[src/rtl/uop_instr_queue.sv]
// Circular uop FIFO between decode and rename/issue; multi-push, prefix-pop, one-cycle flush.
// Outputs depend on registered head/tail only; decode must stall while ready is low.

package uop_instr_queue_pkg;
  typedef struct packed {
    logic        tx_begin;
    logic        tx_end;
    logic [7:0]  op;
    logic [15:0] tag;
  } uop_insn;
endpackage

module uop_instr_queue
  import uop_instr_queue_pkg::*;
#(
  parameter int INSTR_Q_DEPTH = 16,
  parameter int INSTR_Q_WIDTH = 4,
  parameter int ISSUE_WIDTH   = 2,
  parameter int CW = $clog2(INSTR_Q_WIDTH + 1),
  parameter int DW = $clog2(ISSUE_WIDTH + 1),
  parameter int OW = $clog2(INSTR_Q_DEPTH + 1)
) (
  input  logic                                clk_in,
  input  logic                                rst_in,
  input  logic                                flush_in,
  input  logic [CW-1:0]                       push_count_in,
  input  uop_insn [INSTR_Q_WIDTH-1:0]         push_uops_in,
  output logic                                ready_out,
  output uop_insn [ISSUE_WIDTH-1:0]           deq_uops_out,
  output logic [ISSUE_WIDTH-1:0]              deq_valid_out,
  input  logic [DW-1:0]                       deq_count_in,
  output logic [OW-1:0]                       occupancy_out,
  output logic                                overflow_err_out,
  output logic                                underflow_err_out
);

  localparam int AW = $clog2(INSTR_Q_DEPTH);
  localparam int PW = AW + 1;

  uop_insn        storage [INSTR_Q_DEPTH];
  logic [PW-1:0]  head;
  logic [PW-1:0]  tail;
  logic [OW-1:0]  occ;
  logic [OW-1:0]  free_slots;
  logic [CW-1:0]  push_k;
  logic [DW-1:0]  avail;
  logic [DW-1:0]  pop_p;
  logic           push_req;
  logic           push_en;
  logic           overflow_hit;
  logic           underflow_hit;
  logic [AW-1:0]  wr_idx [INSTR_Q_WIDTH];

  // Wrap bit in head/tail makes full (16) distinguishable from empty (0).
  assign occ        = OW'(tail - head);
  assign free_slots = OW'(INSTR_Q_DEPTH) - occ;
  assign ready_out  = free_slots >= OW'(INSTR_Q_WIDTH);

  assign occupancy_out = occ;

  always_comb begin
    deq_valid_out = '0;
    deq_uops_out  = '0;
    for (int i = 0; i < ISSUE_WIDTH; i++) begin
      deq_valid_out[i] = OW'(i) < occ;
      deq_uops_out[i]  = storage[head[AW-1:0] + AW'(i)];
    end
  end

  assign push_k   = (push_count_in > CW'(INSTR_Q_WIDTH)) ? CW'(INSTR_Q_WIDTH) : push_count_in;
  assign push_req = push_k != '0;
  assign push_en  = push_req && ready_out && !flush_in;

  assign avail = (occ >= OW'(ISSUE_WIDTH)) ? DW'(ISSUE_WIDTH) : DW'(occ);
  assign pop_p = (deq_count_in > avail) ? avail : deq_count_in;

  // A flushed cycle discards the push/pop attempt, so it cannot raise an error either.
  assign overflow_hit  = push_req && !ready_out && !flush_in;
  assign underflow_hit = (deq_count_in > avail) && !flush_in;

  always_comb begin
    for (int j = 0; j < INSTR_Q_WIDTH; j++) begin
      wr_idx[j] = tail[AW-1:0] + AW'(j);
    end
  end

  always_ff @(posedge clk_in) begin
    if (rst_in) begin
      head              <= '0;
      tail              <= '0;
      overflow_err_out  <= 1'b0;
      underflow_err_out <= 1'b0;
    end else if (flush_in) begin
      head <= '0;
      tail <= '0;
    end else begin
      head <= head + PW'(pop_p);
      if (push_en) begin
        tail <= tail + PW'(push_k);
      end
      if (overflow_hit) begin
        overflow_err_out <= 1'b1;
      end
      if (underflow_hit) begin
        underflow_err_out <= 1'b1;
      end
    end
  end

  // Payload RAM carries no reset; only the pointers define validity.
  always_ff @(posedge clk_in) begin
    if (!rst_in && push_en) begin
      for (int j = 0; j < INSTR_Q_WIDTH; j++) begin
        if (CW'(j) < push_k) begin
          storage[wr_idx[j]] <= push_uops_in[j];
        end
      end
    end
  end

endmodule

[config.mk]
export PLATFORM = sky130hd
export DESIGN_NAME = uop_instr_queue
export DESIGN_NICKNAME = d
export VERILOG_FILES = /design/src/rtl/uop_instr_queue.sv
export SDC_FILE = /design/constraint.sdc
export NUM_CORES = 2
export LEC_CHECK = 0
export BUFFER_PORTS_ARGS = -buffer_cell sky130_fd_sc_hd__buf_2
export CAP_MARGIN = 5
export CORE_MARGIN = 8
export CORE_UTILIZATION = 30
export CTS_BUF_LIST = sky130_fd_sc_hd__clkbuf_8
export DETAILED_ROUTE_END_ITERATION = 8
export MAX_ROUTING_LAYER = met4
export PLACE_DENSITY = 0.51
export SLEW_MARGIN = 0
export SYNTH_ARGS = -nofsm -noshare
export SYNTH_HDL_FRONTEND = slang
export SYNTH_SLANG_ARGS = --single-unit
[constraint.sdc]
create_clock -name clk_in -period 8.7 [get_ports clk_in]
set_clock_uncertainty 0.1 [all_clocks]
set_input_delay 0.87 -clock clk_in [delete_from_list [all_inputs] [get_ports clk_in]]
set_output_delay 0.87 -clock clk_in [all_outputs]
set_load 0.02 [all_outputs]
==> results.json <==
{
  "syn_area_per_cell_um2": 10.64,
  "synthCells": 3134,
  "avgRoutedWirePerCell_um": 36.46,
  "root_buffer": "clkbuf_8",
  "worst_path_dominant_cell_family": "buffers and inverters",
  "final_max_slew_viol_count": 0,
  "clk_pin_slew_ns": 0.07,
  "start_util_pct": 30.17,
  "relSlewSlack_pct": 12.66,
  "syn_to_final_growth_pct": 10.80,
  "synth-main-ff-cell": "edfxtp_1",
  "synth_enable_flop_cells": 416,
  "power_mw": 9.855,
  "first_iter_violations": 4767,
  "finalCriticalPeriod_ns": 5.939,
  "hold_viol": 0,
  "peakVddDrop_uv": 330.6,
  "syn_area_um2": 33340,
  "die_w_um": 349.4,
  "dp_slack_ns": 3.302,
  "cts_tree": "yes",
  "drive_gt1_share_pct": 26.46,
  "antenna_found_initial": 11,
  "firstDrtPassIters": 6,
  "vias_per_cell": 6.981,
  "arrival_ns": 4.97,
  "min_path_cells": 2,
  "dieHeight_um": 349.4,
  "cp_cell_sequence": "inv_1 -> ha_1 -> fa_1 -> nand2b_1 -> a21oi_2 -> xnor2_4 -> mux2i_4 -> buf_4 -> inv_8 -> buf_4 -> buf_2",
  "p_per_area_nw_per_um2": 266.8,
  "grt_max_degree": 214,
  "io_pins": 174,
  "postSynth.asyncResetShare_pct": 0,
  "worstReg2RegEnd": "storage[1][4]",
  "drt_drc_violations_left": 0,
  "hp-start": "rst_in",
  "setup_viol": 0,
  "vias": 32020,
  "maxCapViolations": 0,
  "maxClockFrequency_ghz": 0.1684,
  "insertion_delay_ns": 0.72,
  "grt_pass1_vias": 30990,
  "synth.area.mux_share_pct": 17.66,
  "cp.required_ns": 7.73,
  "cts_resized": 0,
  "port_buffers": 173,
  "worst_pin_slew_ns": 1.306,
  "crit_top_cell": "buf_4",
  "antenna_left": 0,
  "yosys.area_share.simple_pct": 9.483,
  "grt_use_total_pct": 26.95,
  "status": "complete, no violations",
  "startpoint_type": "flop",
  "synth-xor-area-share_pct": 0.5666,
  "core_area_um2": 110500,
  "hold_buffers": 0,
  "r2r_setup_slack_ns": 3.06,
  "synth_compound_area_share_pct": 27.20,
  "yosys_register_bits": 428,
  "min_to": "underflow_err_out",
  "fin_nets": 3152,
  "synth_top_family_by_area": "compound AO/OA/AOI/OAI gates",
  "final.period_utilization_pct": 68.26,
  "mostFrequentLayoutCells": "edfxtp_1, o21ai_0, mux4_2",
  "yosysSeqAreaShare_pct": 38.19,
  "worst_slack_ns": 2.761,
  "grt_pass1_wl_mm": 234.8,
  "grt_overflow": 0,
  "synth_nets": 3264,
  "crit_path_max_fanout": 135,
  "htree_levels": 3,
  "synth.distinct_cells": 62,
  "critPathBufInv": 5,
  "tns_ns": 0,
  "place.gp.congestion": 0.8920,
  "cts_buffer_depth": 3,
  "hp-class": "primary input to flop",
  "rsz0062_at_grt": "no",
  "cts_setup_buffers": 0,
  "cts_sinks": 428,
  "final_common_cell": "edfxtp_1",
  "r2r_cells": 12,
  "die_area_um2": 122100,
  "cts_made_buffers": 84,
  "critical_path_class": "flop to output pin",
  "r2r-start": "tail[0]",
  "crit_path_end_kind": "output pin",
  "row_count": 122,
  "leakagePower_nw": 10.87,
  "cpPeakStageDelay_ns": 0.68,
  "dpl.hpwl_mm": 97.00,
  "yosysWarnings": 0,
  "synthAdderAreaFrac_pct": 0.7430,
  "slowest_stage": "dfxtp_1",
  "drt_wl_total_mm": 167.2
}
-- synthesized netlist by cell type, types with 9 or more instances --
| master | number | share of area [%] |
|---|---|---|
| ha_1 | 15 | 0.56 |
| inv_1 | 39 | 0.44 |
| nor3_1 | 33 | 0.50 |
| a22oi_1 | 101 | 2.3 |
| dfxtp_1 | 12 | 0.72 |
| or3_1 | 17 | 0.32 |
| o21bai_1 | 9 | 0.20 |
| o21ai_0 | 305 | 4.6 |
| o221a_2 | 78 | 2.6 |
| a32oi_1 | 56 | 1.5 |
| a2bb2oi_1 | 105 | 2.8 |
| clkbuf_1 | 365 | 4.1 |
| or4_1 | 27 | 0.61 |
| or2_2 | 32 | 0.60 |
| o21a_1 | 52 | 1.2 |
| mux4_2 | 260 | 18 |
| o221ai_1 | 109 | 2.9 |
| nand3_1 | 68 | 1.0 |
| o22ai_1 | 160 | 3.0 |
| a221oi_1 | 26 | 0.68 |
| nand4_1 | 10 | 0.19 |
| buf_1 | 25 | 0.28 |
| o21ai_1 | 13 | 0.20 |
| o32ai_1 | 156 | 4.1 |
| a21oi_1 | 37 | 0.56 |
| nand2_1 | 249 | 2.8 |
| nor4bb_1 | 24 | 0.72 |
| nor2_1 | 181 | 2.0 |
| buf_2 | 70 | 1.1 |
| edfxtp_1 | 416 | 37 |
-- metrics by stage --
stage / hold WS [ns] / utilization [%] / instances / instance area [um^2]
finish: 0.3473 / 33.43 / 4587 / 36940
global route: 0.3501 / 33.43 / 4587 / 36940
CTS: 0.3016 / 33.40 / 4576 / 36920
detailed placement: 0.3632 / 32.03 / 4424 / 35400
global placement: 0.3554 / 32.03 / 4424 / 35400
floorplan: 0.3881 / - / 3134 / 33340
-- worst reg2reg max path: stages, from the launching register on --
cell	delay [ns]
dfxtp_1	0.68
inv_1	0.18
ha_1	0.25
fa_1	0.43
nand2b_1	0.19
a21oi_2	0.25
xnor2_4	0.12
mux2i_4	0.21
buf_4	0.29
inv_8	0.65
nand2_2	0.89
o221ai_4	0.50
buf_4	0.51
-- flip-flops by register name (all words and copies together), names as in the netlist --
| name | cells |
|---|---|
| storage | 416 |
| overflow_err_out | 1 |
| tail | 5 |
| underflow_err_out | 1 |
| head | 5 |
-- kinds of logic (layout without fill, tap and decap cells) --
logic type	Yosys count	in the layout
flops	428	428
other cells	0	11
xor+xnor	16	16
fa+ha+maj	18	18
simple gates	672	672
buf+inv	511	465
mux	262	262
compound gates	1227	1227
-- layout make-up --
class	instances	area (um^2)
multi-input combinational	2195	18990
timing repair buffer	272	1634
inverter	41	161.4
clock inverter	65	322.8
fill	11220	73570
sequential	428	12750
tap	1488	1862
antenna	11	27.53
clock buffer	87	1197
-- power breakdown --
part,switching (mW),total [mW],internal (mW)
logic,3.40,5.30,1.90
registers,0.141,2.57,2.43
clock network,1.01,1.99,0.982
total,4.55,9.85,5.31
-- metal layers --
| layer | up-vias | wire length, um | track usage, % |
|---|---|---|---|
| li1 | 12760 | - | - |
| met1 | 16190 | 65170 | 34.34 |
| met2 | 2565 | 74920 | 40.21 |
| met3 | 505 | 18930 | 6.786 |
| met4 | 0 | 8221 | 12.56 |
| met5 | - | 0 | - |
-- worst max-delay path by stage --
| stage | cells after the start | endpoint | from |
|---|---|---|---|
| floorplan | 15 | storage[2][0] | head[1] |
| global placement | 12 | storage[1][3] | head[2] |
| detailed placement | 12 | storage[1][24] | tail[0] |
| CTS | 11 | ready_out | tail[0] |
| global route | 11 | ready_out | tail[0] |
| finish | 11 | ready_out | tail[0] |
(Power assumes the default switching activity.)
